`src/rtl/spi_ram_arbiter_if.sv`:
```
// Bundle of the SPI frame, host port and RAM port signals of spi_ram_arbiter.
// The arbiter connects through the master modport; the environment (SPI slave,
// host and RAM) connects through the slave modport.
interface spi_ram_arbiter_if #(
    parameter int ADDR_W = 8,
    parameter int DATA_W = 8
);
    // SPI slave side
    logic              rx_valid;
    logic [9:0]        rx_data;
    logic              tx_valid;
    logic [DATA_W-1:0] tx_data;

    // Local host port
    logic              host_req;
    logic              host_we;
    logic [ADDR_W-1:0] host_addr;
    logic [DATA_W-1:0] host_wdata;
    logic              host_gnt;
    logic              host_rvalid;
    logic [DATA_W-1:0] host_rdata;

    // Single-port synchronous RAM
    logic              mem_en;
    logic              mem_we;
    logic [ADDR_W-1:0] mem_addr;
    logic [DATA_W-1:0] mem_wdata;
    logic [DATA_W-1:0] mem_rdata;

    // Status
    logic              spi_ovf;

    modport master (
        input  rx_valid, rx_data, host_req, host_we, host_addr, host_wdata, mem_rdata,
        output tx_valid, tx_data, host_gnt, host_rvalid, host_rdata,
               mem_en, mem_we, mem_addr, mem_wdata, spi_ovf
    );

    modport slave (
        output rx_valid, rx_data, host_req, host_we, host_addr, host_wdata, mem_rdata,
        input  tx_valid, tx_data, host_gnt, host_rvalid, host_rdata,
               mem_en, mem_we, mem_addr, mem_wdata, spi_ovf
    );
endinterface

```
`src/rtl/spi_ram_arbiter.sv`:
```
// SPI command decoder and round-robin arbiter in front of one single-port RAM.
// 10-bit SPI frames set the write/read address or queue one write/read op;
// a local host port competes for the same RAM. Reads return on tx_data (SPI)
// or host_rdata (host). ADDR_W and DATA_W must both equal the 8-bit payload.
module spi_ram_arbiter #(
    parameter int ADDR_W = 8,
    parameter int DATA_W = 8
) (
    input  logic              clk,
    input  logic              rst,
    spi_ram_arbiter_if.master bus
);
    typedef enum logic [1:0] {
        IDLE   = 2'd0,
        ACCESS = 2'd1,
        RDATA  = 2'd2
    } state_t;

    typedef enum logic [1:0] {
        CMD_WR_ADDR = 2'b00,
        CMD_WR_DATA = 2'b01,
        CMD_RD_ADDR = 2'b10,
        CMD_RD      = 2'b11
    } cmd_t;

    typedef struct packed {
        logic              we;
        logic [ADDR_W-1:0] addr;
        logic [DATA_W-1:0] data;
    } op_t;

    // Control state
    state_t            state_q;
    logic              rx_valid_q;
    logic [ADDR_W-1:0] wr_addr_q;
    logic [ADDR_W-1:0] rd_addr_q;
    logic              spi_pend_q;
    op_t               spi_op_q;
    logic              prio_q;      // 1: host wins a collision
    logic              cur_spi_q;   // op in flight belongs to the SPI side
    logic              cur_we_q;    // op in flight is a write

    // Registered outputs
    logic              mem_en_q;
    logic              mem_we_q;
    logic [ADDR_W-1:0] mem_addr_q;
    logic [DATA_W-1:0] mem_wdata_q;
    logic              host_gnt_q;
    logic              host_rvalid_q;
    logic [DATA_W-1:0] host_rdata_q;
    logic              tx_valid_q;
    logic [DATA_W-1:0] tx_data_q;
    logic              spi_ovf_q;

    // Frame decode helpers
    logic              frame_start;
    cmd_t              cmd;
    logic [7:0]        payload;

    // Arbitration result for the current cycle
    logic              spi_win;
    logic              host_win;
    op_t               grant_op;

    assign frame_start = bus.rx_valid && !rx_valid_q;
    assign cmd         = cmd_t'(bus.rx_data[9:8]);
    assign payload     = bus.rx_data[7:0];

    // Pick the winner among pending requests; requests only count in IDLE.
    always_comb begin
        // NOTE: every signal assigned here gets a default first, so no latch is inferred.
        spi_win  = 1'b0;
        host_win = 1'b0;
        grant_op = spi_op_q;
        if (state_q == IDLE) begin
            if (spi_pend_q && (!bus.host_req || !prio_q)) begin
                spi_win = 1'b1;
            end else if (bus.host_req) begin
                host_win      = 1'b1;
                grant_op.we   = bus.host_we;
                grant_op.addr = bus.host_addr;
                grant_op.data = bus.host_wdata;
            end
        end
    end

    // Access FSM, frame decoder and all registered outputs.
    always_ff @(posedge clk or negedge rst) begin
        if (!rst) begin
            state_q       <= IDLE;
            rx_valid_q    <= 1'b0;
            wr_addr_q     <= '0;
            rd_addr_q     <= '0;
            spi_pend_q    <= 1'b0;
            spi_op_q      <= '0;
            prio_q        <= 1'b0;
            cur_spi_q     <= 1'b0;
            cur_we_q      <= 1'b0;
            mem_en_q      <= 1'b0;
            mem_we_q      <= 1'b0;
            mem_addr_q    <= '0;
            mem_wdata_q   <= '0;
            host_gnt_q    <= 1'b0;
            host_rvalid_q <= 1'b0;
            host_rdata_q  <= '0;
            tx_valid_q    <= 1'b0;
            tx_data_q     <= '0;
            spi_ovf_q     <= 1'b0;
        end else begin
            // NOTE: non-blocking assignments throughout; a later assignment to the
            // same register in this block (spi_pend_q below) takes precedence.
            rx_valid_q    <= bus.rx_valid;
            host_gnt_q    <= 1'b0;
            host_rvalid_q <= 1'b0;
            tx_valid_q    <= 1'b0;

            unique case (state_q)
                IDLE: begin
                    if (spi_win || host_win) begin
                        mem_en_q    <= 1'b1;
                        mem_we_q    <= grant_op.we;
                        mem_addr_q  <= grant_op.addr;
                        mem_wdata_q <= grant_op.data;
                        cur_spi_q   <= spi_win;
                        cur_we_q    <= grant_op.we;
                        prio_q      <= spi_win;
                        host_gnt_q  <= host_win;
                        if (spi_win) begin
                            spi_pend_q <= 1'b0;
                        end
                        state_q <= ACCESS;
                    end
                end
                ACCESS: begin
                    mem_en_q <= 1'b0;
                    mem_we_q <= 1'b0;
                    state_q  <= cur_we_q ? IDLE : RDATA;
                end
                RDATA: begin
                    if (cur_spi_q) begin
                        tx_data_q  <= bus.mem_rdata;
                        tx_valid_q <= 1'b1;
                    end else begin
                        host_rdata_q  <= bus.mem_rdata;
                        host_rvalid_q <= 1'b1;
                    end
                    state_q <= IDLE;
                end
                default: state_q <= IDLE;
            endcase

            // One decode per rising edge of rx_valid. The op slot counts as free
            // if it is empty or is being granted in this very cycle.
            if (frame_start) begin
                unique case (cmd)
                    CMD_WR_ADDR: wr_addr_q <= ADDR_W'(payload);
                    CMD_RD_ADDR: rd_addr_q <= ADDR_W'(payload);
                    CMD_WR_DATA, CMD_RD: begin
                        if (!spi_pend_q || spi_win) begin
                            spi_pend_q    <= 1'b1;
                            spi_op_q.we   <= (cmd == CMD_WR_DATA);
                            spi_op_q.addr <= (cmd == CMD_WR_DATA) ? wr_addr_q : rd_addr_q;
                            // Reads carry the payload too; it only reaches mem_wdata,
                            // which the RAM ignores when mem_we is low.
                            spi_op_q.data <= DATA_W'(payload);
                        end else begin
                            spi_ovf_q <= 1'b1;
                        end
                    end
                    default: ;
                endcase
            end
        end
    end

    assign bus.mem_en      = mem_en_q;
    assign bus.mem_we      = mem_we_q;
    assign bus.mem_addr    = mem_addr_q;
    assign bus.mem_wdata   = mem_wdata_q;
    assign bus.host_gnt    = host_gnt_q;
    assign bus.host_rvalid = host_rvalid_q;
    assign bus.host_rdata  = host_rdata_q;
    assign bus.tx_valid    = tx_valid_q;
    assign bus.tx_data     = tx_data_q;
    assign bus.spi_ovf     = spi_ovf_q;
endmodule
```
`src/flat_wrapper.sv`:
```
// flat-port wrapper written by rule: the top's interface ports become plain ports
module spi_ram_arbiter_flat 
#(
    parameter int ADDR_W = 8,
    parameter int DATA_W = 8
)
  (clk, rst, bus_rx_valid, bus_rx_data, bus_host_req, bus_host_we, bus_host_addr, bus_host_wdata, bus_mem_rdata, bus_tx_valid, bus_tx_data, bus_host_gnt, bus_host_rvalid, bus_host_rdata, bus_mem_en, bus_mem_we, bus_mem_addr, bus_mem_wdata, bus_spi_ovf);
  spi_ram_arbiter_if #(.ADDR_W(ADDR_W), .DATA_W(DATA_W)) bus_i ();
  input  logic clk;
  input  logic rst;
  input wire logic [$bits(bus_i.rx_valid)-1:0] bus_rx_valid;
  input wire logic [$bits(bus_i.rx_data)-1:0] bus_rx_data;
  input wire logic [$bits(bus_i.host_req)-1:0] bus_host_req;
  input wire logic [$bits(bus_i.host_we)-1:0] bus_host_we;
  input wire logic [$bits(bus_i.host_addr)-1:0] bus_host_addr;
  input wire logic [$bits(bus_i.host_wdata)-1:0] bus_host_wdata;
  input wire logic [$bits(bus_i.mem_rdata)-1:0] bus_mem_rdata;
  output wire logic [$bits(bus_i.tx_valid)-1:0] bus_tx_valid;
  output wire logic [$bits(bus_i.tx_data)-1:0] bus_tx_data;
  output wire logic [$bits(bus_i.host_gnt)-1:0] bus_host_gnt;
  output wire logic [$bits(bus_i.host_rvalid)-1:0] bus_host_rvalid;
  output wire logic [$bits(bus_i.host_rdata)-1:0] bus_host_rdata;
  output wire logic [$bits(bus_i.mem_en)-1:0] bus_mem_en;
  output wire logic [$bits(bus_i.mem_we)-1:0] bus_mem_we;
  output wire logic [$bits(bus_i.mem_addr)-1:0] bus_mem_addr;
  output wire logic [$bits(bus_i.mem_wdata)-1:0] bus_mem_wdata;
  output wire logic [$bits(bus_i.spi_ovf)-1:0] bus_spi_ovf;
  assign bus_i.rx_valid = bus_rx_valid;
  assign bus_i.rx_data = bus_rx_data;
  assign bus_i.host_req = bus_host_req;
  assign bus_i.host_we = bus_host_we;
  assign bus_i.host_addr = bus_host_addr;
  assign bus_i.host_wdata = bus_host_wdata;
  assign bus_i.mem_rdata = bus_mem_rdata;
  assign bus_tx_valid = bus_i.tx_valid;
  assign bus_tx_data = bus_i.tx_data;
  assign bus_host_gnt = bus_i.host_gnt;
  assign bus_host_rvalid = bus_i.host_rvalid;
  assign bus_host_rdata = bus_i.host_rdata;
  assign bus_mem_en = bus_i.mem_en;
  assign bus_mem_we = bus_i.mem_we;
  assign bus_mem_addr = bus_i.mem_addr;
  assign bus_mem_wdata = bus_i.mem_wdata;
  assign bus_spi_ovf = bus_i.spi_ovf;
  spi_ram_arbiter #(.ADDR_W(ADDR_W), .DATA_W(DATA_W)) u_core (.clk(clk), .rst(rst), .bus(bus_i));
endmodule
```
`config.mk`:
```
export PLATFORM = sky130hd
export DESIGN_NAME = spi_ram_arbiter_flat
export DESIGN_NICKNAME = d
export VERILOG_FILES = /design/src/rtl/spi_ram_arbiter_if.sv /design/src/rtl/spi_ram_arbiter.sv /design/src/flat_wrapper.sv
export SDC_FILE = /design/constraint.sdc
export NUM_CORES = 1
export LEC_CHECK = 0
export ABC_AREA = 1
export BUFFER_PORTS_ARGS = -buffer_cell sky130_fd_sc_hd__buf_2
export CORE_ASPECT_RATIO = 1.2
export CORE_MARGIN = 2
export CORE_UTILIZATION = 42
export DETAILED_ROUTE_END_ITERATION = 8
export MAX_ROUTING_LAYER = met4
export PLACE_DENSITY = 0.64
export SLEW_MARGIN = 40
export SYNTH_ARGS = -nofsm -noshare
export SYNTH_HDL_FRONTEND = slang
export SYNTH_SLANG_ARGS = --single-unit
```
`constraint.sdc`:
```
create_clock -name clk -period 2.2 [get_ports clk]
set_clock_uncertainty 0.2 [all_clocks]
set_input_delay 0.33 -clock clk [delete_from_list [all_inputs] [get_ports clk]]
set_output_delay 0.33 -clock clk [all_outputs]
set_load 0.02 [all_outputs]
```
* Word level (Yosys, flattened, before mapping) *
Index checks and enable logic that the tools add are counted.
Widths: inputs -> output; s select.

word-level totals
  register bits = 77

operators by class
  multiplexer cells = 27
  bitwise logic cells = 2
  reductions and logical operators = 21
  eq/ne operators = 6

operators with widths
  cell                number
  $mux 17             2
  $mux 1              19
  $reduce_and 2->1    6
  $mux 8              1
  $eq 2x2->1 const B  3
  $reduce_and 3->1    2
  $eq 2x1->1 const B  2
  $logic_not 1->1     4
  $logic_not 2->1     2
  $mux 2              2
  $pmux 1 s2          2
  $pmux 2 s2          1
  $logic_or 1x1->1    3
  $logic_and 1x1->1   2
  $ne 2x2->1 const B  1
  $not 1->1           2
  $reduce_bool 2->1   1
  $reduce_or 2->1     1

* Longest topological paths before layout *
Gate-level depths: netlist (run 1).

  word-level depth = 11
  depth in mapped cells = 8
  gate-level depth less buffers = 7

* Worst setup path before layout (run 1) *
No wires, ideal clock.

  path type = flip-flop to flip-flop
  start = register u_core.rx_valid_q
  end = register u_core.spi_op_q[0] (netlist bit)
  stages on the path, launching flop included = 6
  arrival = 1.113 ns
  library setup time = 0.116 ns
  setup slack = 0.770 ns
  buffers on the path = 1
  cell sequence = dfrtp_1 > nor3_4 > nand2_4 > buf_6 > nand2_1 > nand2_1

between the ends
  longest elaborated chain between the ends = 3

RTL lines
  what                        RTL line                source
  start, declared             spi_ram_arbiter.sv:34   logic rx_valid_q;
  start signal, assigned      spi_ram_arbiter.sv:112  rx_valid_q <= bus.rx_valid;
  $logic_not 1->1             spi_ram_arbiter.sv:65   assign frame_start = bus.rx_valid && !rx_valid_q;
  $logic_and 1x1->1           spi_ram_arbiter.sv:65
  $reduce_and 3->1 (no line)  -
  end, declared               spi_ram_arbiter.sv:38   op_t spi_op_q;

Every way passes these cells.
A chain may end at the register's enable or synchronous reset.

* Worst setup path after layout (run 1) *
  start = input port bus_rx_valid
  end = register u_core.wr_addr_q[0]

between the ends
  longest elaborated chain between the ends = 2

RTL lines
  what                        RTL line                source
  start, declared             flat_wrapper.sv:11      input wire logic [$bits(bus_i.rx_valid)-1:0] bus_rx_valid;
  $logic_and 1x1->1           spi_ram_arbiter.sv:65
  $reduce_and 2->1 (no line)  -
  end signal, assigned        spi_ram_arbiter.sv:156  CMD_WR_ADDR: wr_addr_q <= ADDR_W'(payload);
  end, declared               spi_ram_arbiter.sv:35   logic [ADDR_W-1:0] wr_addr_q;

Every way passes these cells.

==> flow_metrics.py, run 1 <==
metrics = {
    "layout": {
        "area_growth_pct": 21.0,
        "nets": 506,
        "final_layout_size_suffix_gt1_share_pct": 23.1,
        "finalNonFillerCells": 563,
        "finalCoreUtilization_pct": 52.1,
        "antennaDiodeCount": 0,
        "regArea_um2": 1930,
        "fin_area_um2": 3990,
        "fill_cells": 745,
        "multi_input_area_um2": 1170,
    },
    "worst_setup_path": {
        "cp.arrival_ps": 1850,
        "end_kind": "flip-flop",
        "r2r_setup_slack_ps": 600,
        "path_max_fanout": 16,
        "slowest_delay_ps": 520,
        "slowest_stage": "dlygate4sd3_1",
        "cp_data_required_time_ps": 2240,
        "cp-start-kind": "input port",
        "path_cells": "dlygate4sd3_1 > buf_2 > inv_2 > nor2_1 > nand3_1 > o21ai_0",
        "crit_type": "input port to flip-flop",
    },
    "sta": {
        "fin_crit_ps": 1800,
        "relSlewSlack_pct": 61.3,
        "setup-tns-final_ps": 0,
        "finalWorstSetupSlack_ps": 397,
        "rsz0062_at_grt": "no",
        "hold_viol": 0,
        "slew_violations": 0,
        "period_share_pct": 81.9,
        "tightestPinTransition_ps": 579,
        "timing.fmax_mhz": 555,
        "setup_viol": 0,
        "whs_ps": 32.7,
    },
    "die": {
        "rows": 35,
        "coreArea_um2": 7660,
        "dieWidth_um": 84.9,
        "die_h_um": 101,
        "start_util_pct": 43.0,
        "ios": 77,
        "dieArea_um2": 8580,
    },
    "routing": {
        "drtIter0Drc": 113,
        "detail_route.wl_per_cell_um": 12.9,
        "dr.pass1.iters": 5,
        "ant_nets": 0,
        "drc_errors": 0,
        "viasPerCell": 4.83,
        "wl_met3_um": 317,
        "vias": 2722,
        "wl_mm": 7.25,
        "wl_met2_mm": 3.57,
        "m1WireLength_mm": 3.14,
        "highest_layer": "met4",
    },
    "clock_tree": {
        "post_cts_buffers": 0,
        "clkSinkCount": 77,
        "cts.reportedPaths.clkPinSlew_ps": 70,
        "htreeDepth": 3,
        "root_buffer": "clkbuf_8",
        "clk_latency_ps": 340,
        "cts.path.max_buffers": 2,
        "numCtsBuffers": 9,
        "cts_tree": "done",
    },
    "placed_design": {
        "post-dp-hpwl_mm": 5.48,
        "io_buffers": 76,
        "pre_cts_ws_ps": 525,
        "placed_cells": 546,
        "place_congestion": 0.815,
        "placed_area_um2": 3760,
    },
    "synth": {
        "ys_async_sr_fraction_pct": 100,
        "synth-seq-cells": 77,
        "synth_area_um2": 3300,
        "synth_top_cell_by_area": "dfrtp_1",
        "synth_common_cells": "nand2_1, dfrtp_1, nand3_1",
        "synth_flop_cell": "dfrtp_1",
        "synthTopCellsByArea": "dfrtp_1, nand2_1, nand3_1",
        "synth_warnings": 0,
        "syn_nets": 427,
        "seq_area_frac_synth_pct": 58.4,
        "syn_inst": 388,
        "synth_edf_count": 0,
        "synth_top_area_share_pct": 58.4,
        "synth_area_per_cell_um2": 8.50,
        "synth.most_common_cell": "nand2_1",
        "yosysUniqueCellTypes": 20,
    },
    "grt": {
        "grt_usage_pct": 19.2,
        "grt_first_pass_wirelength_mm": 12.6,
        "grt_overflow": 0,
        "grt_pass1_vias": 2665,
        "grt_max_degree": 41,
        "antenna_found_initial": 0,
    },
    "power_and_ir_drop": {
        "vdd_ir_drop_max_mv": 0.703,
        "power.total_mw": 5.48,
        "total_leakage_power_nw": 2.29,
        "cellPowerDensity_nw_per_um2": 1370,
    },
    "run": {
        "cap_viol_max_count": 0,
    },
    "hold_path": {
        "holdCritPathClass": "input port to flip-flop",
    },
    "run_status": {
        "outcome": "complete, no violations",
    },
}
## state kept, by name, indices dropped and copies added (netlist names), 2 cells and up
signal,flops
u_core.state_q,2
u_core.bus.mem_addr,8
u_core.bus.mem_wdata,8
u_core.bus.tx_data,8
u_core.bus.host_rdata,8
u_core.wr_addr_q,8
u_core.rd_addr_q,8
u_core.spi_op_q,17
## area by class of cell
| type | instances | area share, % |
|---|---|---|
| well taps | 92 | 2.88 |
| clock buffers | 11 | 3.54 |
| multi-input cells | 268 | 29.3 |
| clock inverters | 4 | 1.82 |
| flip-flops and latches | 77 | 48.3 |
| repair buffers | 85 | 11.7 |
| inverters | 26 | 2.45 |
## timing repair
item | CTS | global route
resized for setup | 0 | 0
hold buffers | 2 | 0
hold endpoints to repair | 40 | 0
## routing by layer
layer / vias up / track usage (%)
li1: 1384 / -
met1: 1243 / 23.2
met2: 77 / 30.8
met3: 18 / 3.19
met4: 0 / 10.4
met5: - / -
## critical path, delay by kind of cell
family	cells	cell delay [ps]
AO/OA/AOI/OAI	1	330
AND/OR/NAND/NOR	2	500
buffers and inverters	3	690
## cell usage in the layout, fill, tap and decap left out
| cell | synthesis | final |
|---|---|---|
| nand2_1 | 165 | 165 |
| dfrtp_1 | 77 | 77 |
| buf_2 | 5 | 75 |
| nand3_1 | 56 | 56 |
| o21ai_0 | 32 | 32 |
| inv_1 | 24 | 24 |
| clkbuf_8 | 0 | 10 |
| buf_4 | 1 | 7 |
| nand2_2 | 4 | 4 |
| nor2_1 | 3 | 3 |
| inv_2 | 2 | 2 |
| nand3_2 | 2 | 2 |
| bufinv_16 | 0 | 2 |
| dlygate4sd3_1 | 0 | 2 |
| nor3_4 | 1 | 1 |
| nor2_2 | 1 | 1 |
| nand2_4 | 1 | 1 |
| or2_2 | 1 | 1 |
| nand4_1 | 1 | 1 |
| o21bai_1 | 1 | 1 |
| clkinvlp_4 | 0 | 1 |
| clkbuf_1 | 6 | 1 |
| clkinv_2 | 0 | 1 |
| buf_12 | 0 | 1 |
## power breakdown
part	switching, mW	total (mW)	internal, mW	leakage (nW)
combinational	1.37	2.07	0.701	1.22
sequential	0.296	2.27	1.98	0.966
clock	0.479	1.14	0.662	0.105
## kinds of logic after synthesis
logic type | after synthesis | share of synthesized area [%]
DFF | 77 | 58.4
and+or+nand+nor | 235 | 30.4
buffers and inverters | 43 | 6.11
AOI/OAI and AO/OA | 33 | 5.08
## final timing paths
path	depth (start not counted)	startpoint	endpoint
min reg2reg	1	u_core.cur_we_q$_DFFE_PN0P_	u_core.state_q[1]$_DFFE_PN0P_
min in group asynchronous	2	rst	u_core.bus.tx_data[1]$_DFFE_PN0P_
max in group asynchronous	3	rst	u_core.rd_addr_q[1]$_DFFE_PN0P_
min	3	bus_rx_data[5]	u_core.spi_op_q[5]$_DFFE_PN0P_
max reg2reg	4	u_core.rx_valid_q$_DFF_PN0_	u_core.spi_op_q[8]$_DFFE_PN0P_
max	6	bus_rx_valid	u_core.wr_addr_q[0]$_DFFE_PN0P_
Note: power is estimated with default switching activity, not from simulation.
==> inputs of run 2 (changes only) <==
--- a/config.mk
+++ b/config.mk
@@ -5,14 +5,14 @@
 export SDC_FILE = /design/constraint.sdc
 export NUM_CORES = 1
 export LEC_CHECK = 0
-export ABC_AREA = 1
+export ABC_AREA = 0
 export BUFFER_PORTS_ARGS = -buffer_cell sky130_fd_sc_hd__buf_2
 export CORE_ASPECT_RATIO = 1.2
 export CORE_MARGIN = 2
 export CORE_UTILIZATION = 42
 export DETAILED_ROUTE_END_ITERATION = 8
 export MAX_ROUTING_LAYER = met4
-export PLACE_DENSITY = 0.64
+export PLACE_DENSITY = 0.66
 export SLEW_MARGIN = 40
 export SYNTH_ARGS = -nofsm -noshare
 export SYNTH_HDL_FRONTEND = slang
==> constraint.sdc (replaced) <==
create_clock -name clk -period 1.65 [get_ports clk]
set_clock_uncertainty 0.2 [all_clocks]
set_input_delay 0.2475 -clock clk [delete_from_list [all_inputs] [get_ports clk]]
set_output_delay 0.2475 -clock clk [all_outputs]
set_load 0.02 [all_outputs]
==> run 2 against run 1 <==
  * The flow now finishes with violations (setup timing)
  * Area after synthesis is 1.6% lower
  * First-iteration DRC count is 3.5% higher
  * Register-to-register slack worse by 690 ps
  * Wire length is 6.0% higher
  * Non-clock buffer count is 53 higher
  * Count of clock-buffer cells in the layout stayed put
  * Sequential share of layout area is 6.4 points lower
  * Design area is 15% higher
  * Via count is 9.3% lower
  * Cell count is 15% lower
  * Global-route usage is 0.15 points higher
  * Largest cell class unchanged
  * Largest power group is now combinational cells
==> flow_metrics.py, run 2 <==
metrics = {
    "worst_setup_path": {
        "end_kind": "flip-flop",
        "r2r_cells": 4,
        "cp_data_required_time_ps": 1690,
        "r2r_setup_slack_ps": -90,
        "endpoint": "u_core.spi_op_q[13]$_DFFE_PN0P_",
        "r2r_end": "u_core.spi_op_q[13]$_DFFE_PN0P_",
        "cp.arrival_ps": 1780,
        "path_max_fanout": 17,
        "cp-start-kind": "flip-flop",
        "crit_start": "u_core.prio_q$_DFFE_PN0P_",
        "crit_type": "flip-flop to flip-flop",
        "r2r_start": "u_core.prio_q$_DFFE_PN0P_",
    },
    "routing": {
        "ant_nets": 0,
        "wl_mm": 7.69,
        "drtIter0Drc": 117,
        "detail_route.wl_per_cell_um": 16.1,
        "dr.pass1.iters": 6,
        "vias": 2470,
        "drc_errors": 0,
        "viasPerCell": 5.19,
    },
    "power_and_ir_drop": {
        "p_seq_share_pct": 39.3,
        "comb_power_share_pct": 42.2,
        "total_leakage_power_nw": 2.10,
        "p_sw_mw": 2.91,
        "clockPowerShare_pct": 18.5,
        "vdd_ir_drop_max_mv": 1.02,
        "swShare_pct": 37.0,
        "internal_power_mw": 4.96,
        "cellPowerDensity_nw_per_um2": 1710,
    },
    "clock_tree": {
        "numCtsBuffers": 9,
        "clkSinkCount": 77,
        "root_buffer": "clkbuf_8",
        "clk_latency_ps": 350,
        "cts.path.max_buffers": 2,
        "cts.reportedPaths.clkPinSlew_ps": 80,
        "htreeDepth": 3,
        "cts_tree": "done",
    },
    "layout": {
        "layout_common_cells": "dfrtp_1, buf_2, mux2_2",
        "largest_register_ffs": 17,
        "final_common_cell": "dfrtp_1",
        "largest_register": "u_core.spi_op_q",
        "area_growth_pct": 41.8,
        "fill_cells": 615,
        "nets": 418,
        "antennaDiodeCount": 0,
        "final_layout_size_suffix_gt1_share_pct": 49.0,
    },
    "sta": {
        "setup_viol": 16,
        "period_share_pct": 105,
        "setup-tns-final_ps": -975,
        "rsz0062_at_grt": "yes",
        "slew_violations": 0,
        "timing.fmax_mhz": 576,
        "hold_viol": 0,
        "finalWorstSetupSlack_ps": -86.7,
        "relSlewSlack_pct": 74.0,
        "tightestPinTransition_ps": 385,
        "whs_ps": 11.3,
        "fin_crit_ps": 1740,
    },
    "grt": {
        "grt_overflow": 0,
        "grt_max_degree": 40,
        "antenna_found_initial": 0,
        "grt_pass1_vias": 2582,
        "grt_first_pass_wirelength_mm": 12.4,
        "grt_usage_pct": 19.3,
    },
    "hold_path": {
        "hold_path_startpoint": "bus_host_we",
        "holdCritPathClass": "input port to flip-flop",
    },
    "die": {
        "die_h_um": 100,
        "dieWidth_um": 84.2,
        "ios": 77,
        "dieArea_um2": 8450,
        "coreArea_um2": 7580,
        "rows": 35,
        "start_util_pct": 42.8,
    },
    "placed_design": {
        "place_congestion": 0.781,
        "post-dp-hpwl_mm": 5.04,
        "io_buffers": 76,
    },
    "synth": {
        "synth_warnings": 0,
        "synth_common_cells": "dfrtp_1, mux2_2, a21oi_1",
        "syn_nets": 286,
        "synth.area.mux_share_pct": 20.8,
        "synth_fa_ha_area_share_pct": 0,
        "seq_area_frac_synth_pct": 59.4,
        "synth_top_cell_by_area": "dfrtp_1",
        "synth_top_area_share_pct": 59.4,
        "synthTopCellsByArea": "dfrtp_1, mux2_2, mux2_4",
        "synth_area_um2": 3250,
        "yosysUniqueCellTypes": 30,
        "synth.most_common_cell": "dfrtp_1",
        "synth_top_family_by_area": "multiplexers",
        "synth_compound_area_share_pct": 10.5,
        "synth-seq-cells": 77,
        "ys_async_sr_fraction_pct": 100,
        "synthSimpleGateAreaFrac_pct": 6.09,
        "synthXorXnorAreaFrac_pct": 0,
        "synth_flop_cell": "dfrtp_1",
        "synth_area_per_cell_um2": 13.1,
        "synth_edf_count": 0,
        "syn_inst": 247,
    },
    "run": {
        "cap_viol_max_count": 0,
    },
    "run_status": {
        "violations": "setup timing",
        "outcome": "finished, violations left",
    },
}
## run 2: cell types whose count changed after synthesis, moves of 15 or more
cell     delta
a21oi_1    +19
a31oi_1    +18
inv_1      -21
mux2_2     +47
nand2_1   -163
nand3_1    -39
o21ai_0    -15
## run 2: final cells by class
cell class                 instances  area, µm²  share of cell area [%]
timing repair buffer             138       1010                    21.9
clock inverter                     5       58.8                    1.28
clock buffer                      11        141                    3.07
multi-input combinational        150       1340                    29.1
sequential                        77       1930                    41.9
inverter                           3       11.3                   0.245
tap                               92        115                    2.50
## run 2: logic make-up (layout without fill, tap and decap cells)
kind of cell | after synthesis | after routing
AND/OR/NAND/NOR | 34 | 34
multiplexers | 57 | 57
AO/OA/AOI/OAI | 59 | 59
flip-flops | 77 | 77
buffers and inverters | 20 | 157
## run 2: routing by layer
layer	GRT usage, %	share of wire (%)	vias up
met5	-	0	-
met4	7.57	1.6	0
met3	2.63	4.7	10
met2	32.5	50	88
met1	23.8	43	1206
li1	-	-	1166
## run 2: worst max-delay path: stages, from the launching register on
cell and delay, ps:
dfrtp_1 420, a211o_1 320, a21oi_4 160, buf_12 190
mux2_2 340
## run 2: power groups by stage
stage          combinational [mW]  sequential [mW]  clock (mW)
6_report                     3.32             3.09        1.46
5_1_grt                      3.60             3.19        1.56
4_1_cts                      3.03             3.07        1.49
3_5_place_dp                 2.94             3.11           0
3_3_place_gp                 2.88             3.08           0
2_1_floorplan                1.40             3.62           0
## run 2: worst min path at each step
stage	cells after the start	to	slack (ps)
after floorplan	0	u_core.bus.host_gnt$_DFF_PN0_	-250
after global placement	1	u_core.bus.tx_data[3]$_DFFE_PN0P_	-20
after detailed placement	1	u_core.bus.mem_wdata[4]$_DFFE_PN0P_	-20
after CTS	3	u_core.cur_we_q$_DFFE_PN0P_	10
after global routing	3	u_core.cur_we_q$_DFFE_PN0P_	40
final	3	u_core.cur_we_q$_DFFE_PN0P_	10
## run 2: metrics by stage
stage	total power, mW	utilization [%]	instance area (µm²)	setup WS (ps)	cells
after floorplan	5.01	-	3260	-166	247
after global placement	5.96	51.2	3880	-277	421
after detailed placement	6.05	51.3	3880	-64.0	421
after CTS	7.59	58.6	4440	-78.8	472
after global routing	8.35	60.7	4600	-141	476
final	7.88	60.7	4600	-86.7	476
## run 2: what timing repair did
action | CTS | global route
buffers inserted | 0 | 3
hold buffers | 35 | 0
hold endpoints to repair | 135 | 0
gates cloned | 0 | 1
pin swaps | 0 | 2
setup endpoints to repair | 33 | 40
gates resized for setup | 3 | 29
==> inputs of run 3 (changes only) <==
--- a/config.mk
+++ b/config.mk
@@ -11,6 +11,7 @@
 export CORE_MARGIN = 2
 export CORE_UTILIZATION = 42
 export DETAILED_ROUTE_END_ITERATION = 8
+export GPL_TIMING_DRIVEN = 0
 export MAX_ROUTING_LAYER = met4
 export PLACE_DENSITY = 0.66
 export SLEW_MARGIN = 40
==> run 3 against run 2 <==
  * Worst setup slack worse by 47 ps
  * Flip-flop and latch count is the same
  * Non-clock buffer count grew 7
  * Critical path depth did not move
  * Largest cell class unchanged
  * The run still ends with setup timing left
==> flow_metrics.py, run 3 (synthesis gave the netlist of run 2 again) <==
metrics = {
    "run_status": {
        "outcome": "finished, violations left",
        "violations": "setup timing",
    },
    "clock_tree": {
        "clkSinkCount": 77,
        "cts_tree": "done",
        "cts.path.max_buffers": 2,
        "root_buffer": "clkbuf_8",
        "htreeDepth": 3,
        "numCtsBuffers": 9,
        "clk_latency_ps": 340,
        "cts.reportedPaths.clkPinSlew_ps": 70,
    },
    "placed_design": {
        "io_buffers": 76,
        "placed_area_um2": 3790,
        "post-dp-hpwl_mm": 4.96,
        "place_congestion": 0.754,
        "placed_cells": 416,
    },
    "routing": {
        "drtIter0Drc": 108,
        "vias": 2495,
        "detail_route.wl_per_cell_um": 16.2,
        "wl_mm": 7.82,
        "viasPerCell": 5.17,
        "ant_nets": 0,
        "dr.pass1.iters": 4,
        "drc_errors": 0,
    },
    "power_and_ir_drop": {
        "p_sw_mw": 2.79,
        "swShare_pct": 36.4,
        "vdd_ir_drop_max_mv": 1.17,
        "total_leakage_power_nw": 2.12,
        "p_seq_share_pct": 40.2,
        "cellPowerDensity_nw_per_um2": 1680,
        "comb_power_share_pct": 43.3,
        "clockPowerShare_pct": 16.5,
        "power.total_mw": 7.67,
        "internal_power_mw": 4.88,
    },
    "worst_setup_path": {
        "path_max_fanout": 5,
        "crit_type": "flip-flop to flip-flop",
        "cp.arrival_ps": 1810,
        "r2r_setup_slack_ps": -130,
        "cp_data_required_time_ps": 1680,
        "end_kind": "flip-flop",
        "cp-start-kind": "flip-flop",
    },
    "layout": {
        "nets": 425,
        "regArea_um2": 1930,
        "antennaDiodeCount": 0,
        "finalNonFillerCells": 483,
        "largest_register_ffs": 17,
        "multi_input_area_um2": 1310,
        "area_growth_pct": 41.0,
        "final_layout_size_suffix_gt1_share_pct": 47.3,
        "largest_register": "u_core.spi_op_q",
        "fin_area_um2": 4580,
        "fill_cells": 606,
        "finalCoreUtilization_pct": 60.4,
        "final_common_cell": "buf_2",
        "layout_common_cells": "buf_2, dfrtp_1, mux2_2, dlygate4sd3_1, mux2_4",
    },
    "sta": {
        "fin_crit_ps": 1780,
        "setup_viol": 17,
        "timing.fmax_mhz": 561,
        "setup-tns-final_ps": -1850,
        "finalWorstSetupSlack_ps": -134,
        "period_share_pct": 108,
        "relSlewSlack_pct": 67.8,
        "slew_violations": 0,
        "hold_viol": 0,
        "rsz0062_at_grt": "yes",
        "tightestPinTransition_ps": 482,
    },
    "die": {
        "rows": 35,
        "coreArea_um2": 7580,
        "dieWidth_um": 84.2,
        "die_h_um": 100,
        "ios": 77,
        "start_util_pct": 42.8,
        "dieArea_um2": 8450,
    },
    "grt": {
        "grt_first_pass_wirelength_mm": 12.5,
        "antenna_found_initial": 0,
        "grt_usage_pct": 19.6,
        "grt_pass1_vias": 2470,
        "grt_max_degree": 61,
        "grt_overflow": 0,
    },
    "hold_path": {
        "holdCritPathClass": "input port to flip-flop",
    },
    "run": {
        "cap_viol_max_count": 0,
    },
}
## run 3: cell types whose count changed in the layout (fill, tap and decap cells not counted), moves of 3 or more
| cell | delta |
|---|---|
| buf_6 | +3 |
| clkbuf_1 | +6 |
| a21oi_1 | +4 |
| a21oi_2 | -3 |
| a31oi_4 | -3 |
| mux2_4 | +6 |
| mux2_2 | -6 |
| a31oi_1 | +3 |
## run 3: per-stage QoR
stage                     worst slack [ps]  hold WS [ps]
after floorplan                       -166          -248
after global placement                -383           198
after detailed placement              -318          -102
after CTS                             -185          3.94
after global routing                  -190          46.5
final                                 -134          23.9
## run 3: final timing paths
kind	depth (start not counted)	end	start
min	3	u_core.bus.mem_addr[5]$_DFFE_PN0P_	bus_host_addr[5]
min reg2reg	1	u_core.state_q[1]$_DFFE_PN0P_	u_core.cur_we_q$_DFFE_PN0P_
max	4	u_core.spi_op_q[7]$_DFFE_PN0P_	u_core.prio_q$_DFFE_PN0P_
max reg2reg	4	u_core.spi_op_q[7]$_DFFE_PN0P_	u_core.prio_q$_DFFE_PN0P_
min in group asynchronous	2	u_core.bus.mem_wdata[4]$_DFFE_PN0P_	rst
max in group asynchronous	3	u_core.spi_pend_q$_DFF_PN0_	rst
## run 3: final cells by class
type | count | area share [%]
tap | 92 | 2.52
timing repair buffer | 132 | 21.0
inverter | 3 | 0.246
clock inverter | 1 | 0.109
sequential | 77 | 42.2
clock buffer | 15 | 3.64
multi-input combinational | 150 | 28.6
buffer | 13 | 1.80
## run 3: power by group through the flow
stage                     sequential (mW)  clock (mW)  combinational (mW)
final                                3.08        1.27                3.32
after global routing                 3.19        1.38                3.59
after CTS                            3.07        1.30                3.11
after detailed placement             3.11           0                2.85
after global placement               3.08           0                2.79
after floorplan                      3.62           0                1.40
## run 3: repair_timing
action                     CTS  global route
setup buffers               10            11
hold buffers                34             0
pin swaps                    2             3
gates resized for setup     24            26
hold endpoints to repair   134             0
cloned                       1             1
setup endpoints to repair   53            61
## run 3: critical path, stage by stage, from the launching register on
cell,delay (ps)
dfrtp_2,420
a211o_1,340
a21oi_4,230
buf_6,180
mux2_4,300
## run 3: metal layers
metal | part of all wire, % | up-vias | GRT usage (%)
met5 | 0 | - | -
met4 | 1.8 | 0 | 7.44
met3 | 5.1 | 14 | 2.80
met2 | 50 | 80 | 31.8
met1 | 43 | 1222 | 25.1
li1 | - | 1179 | -
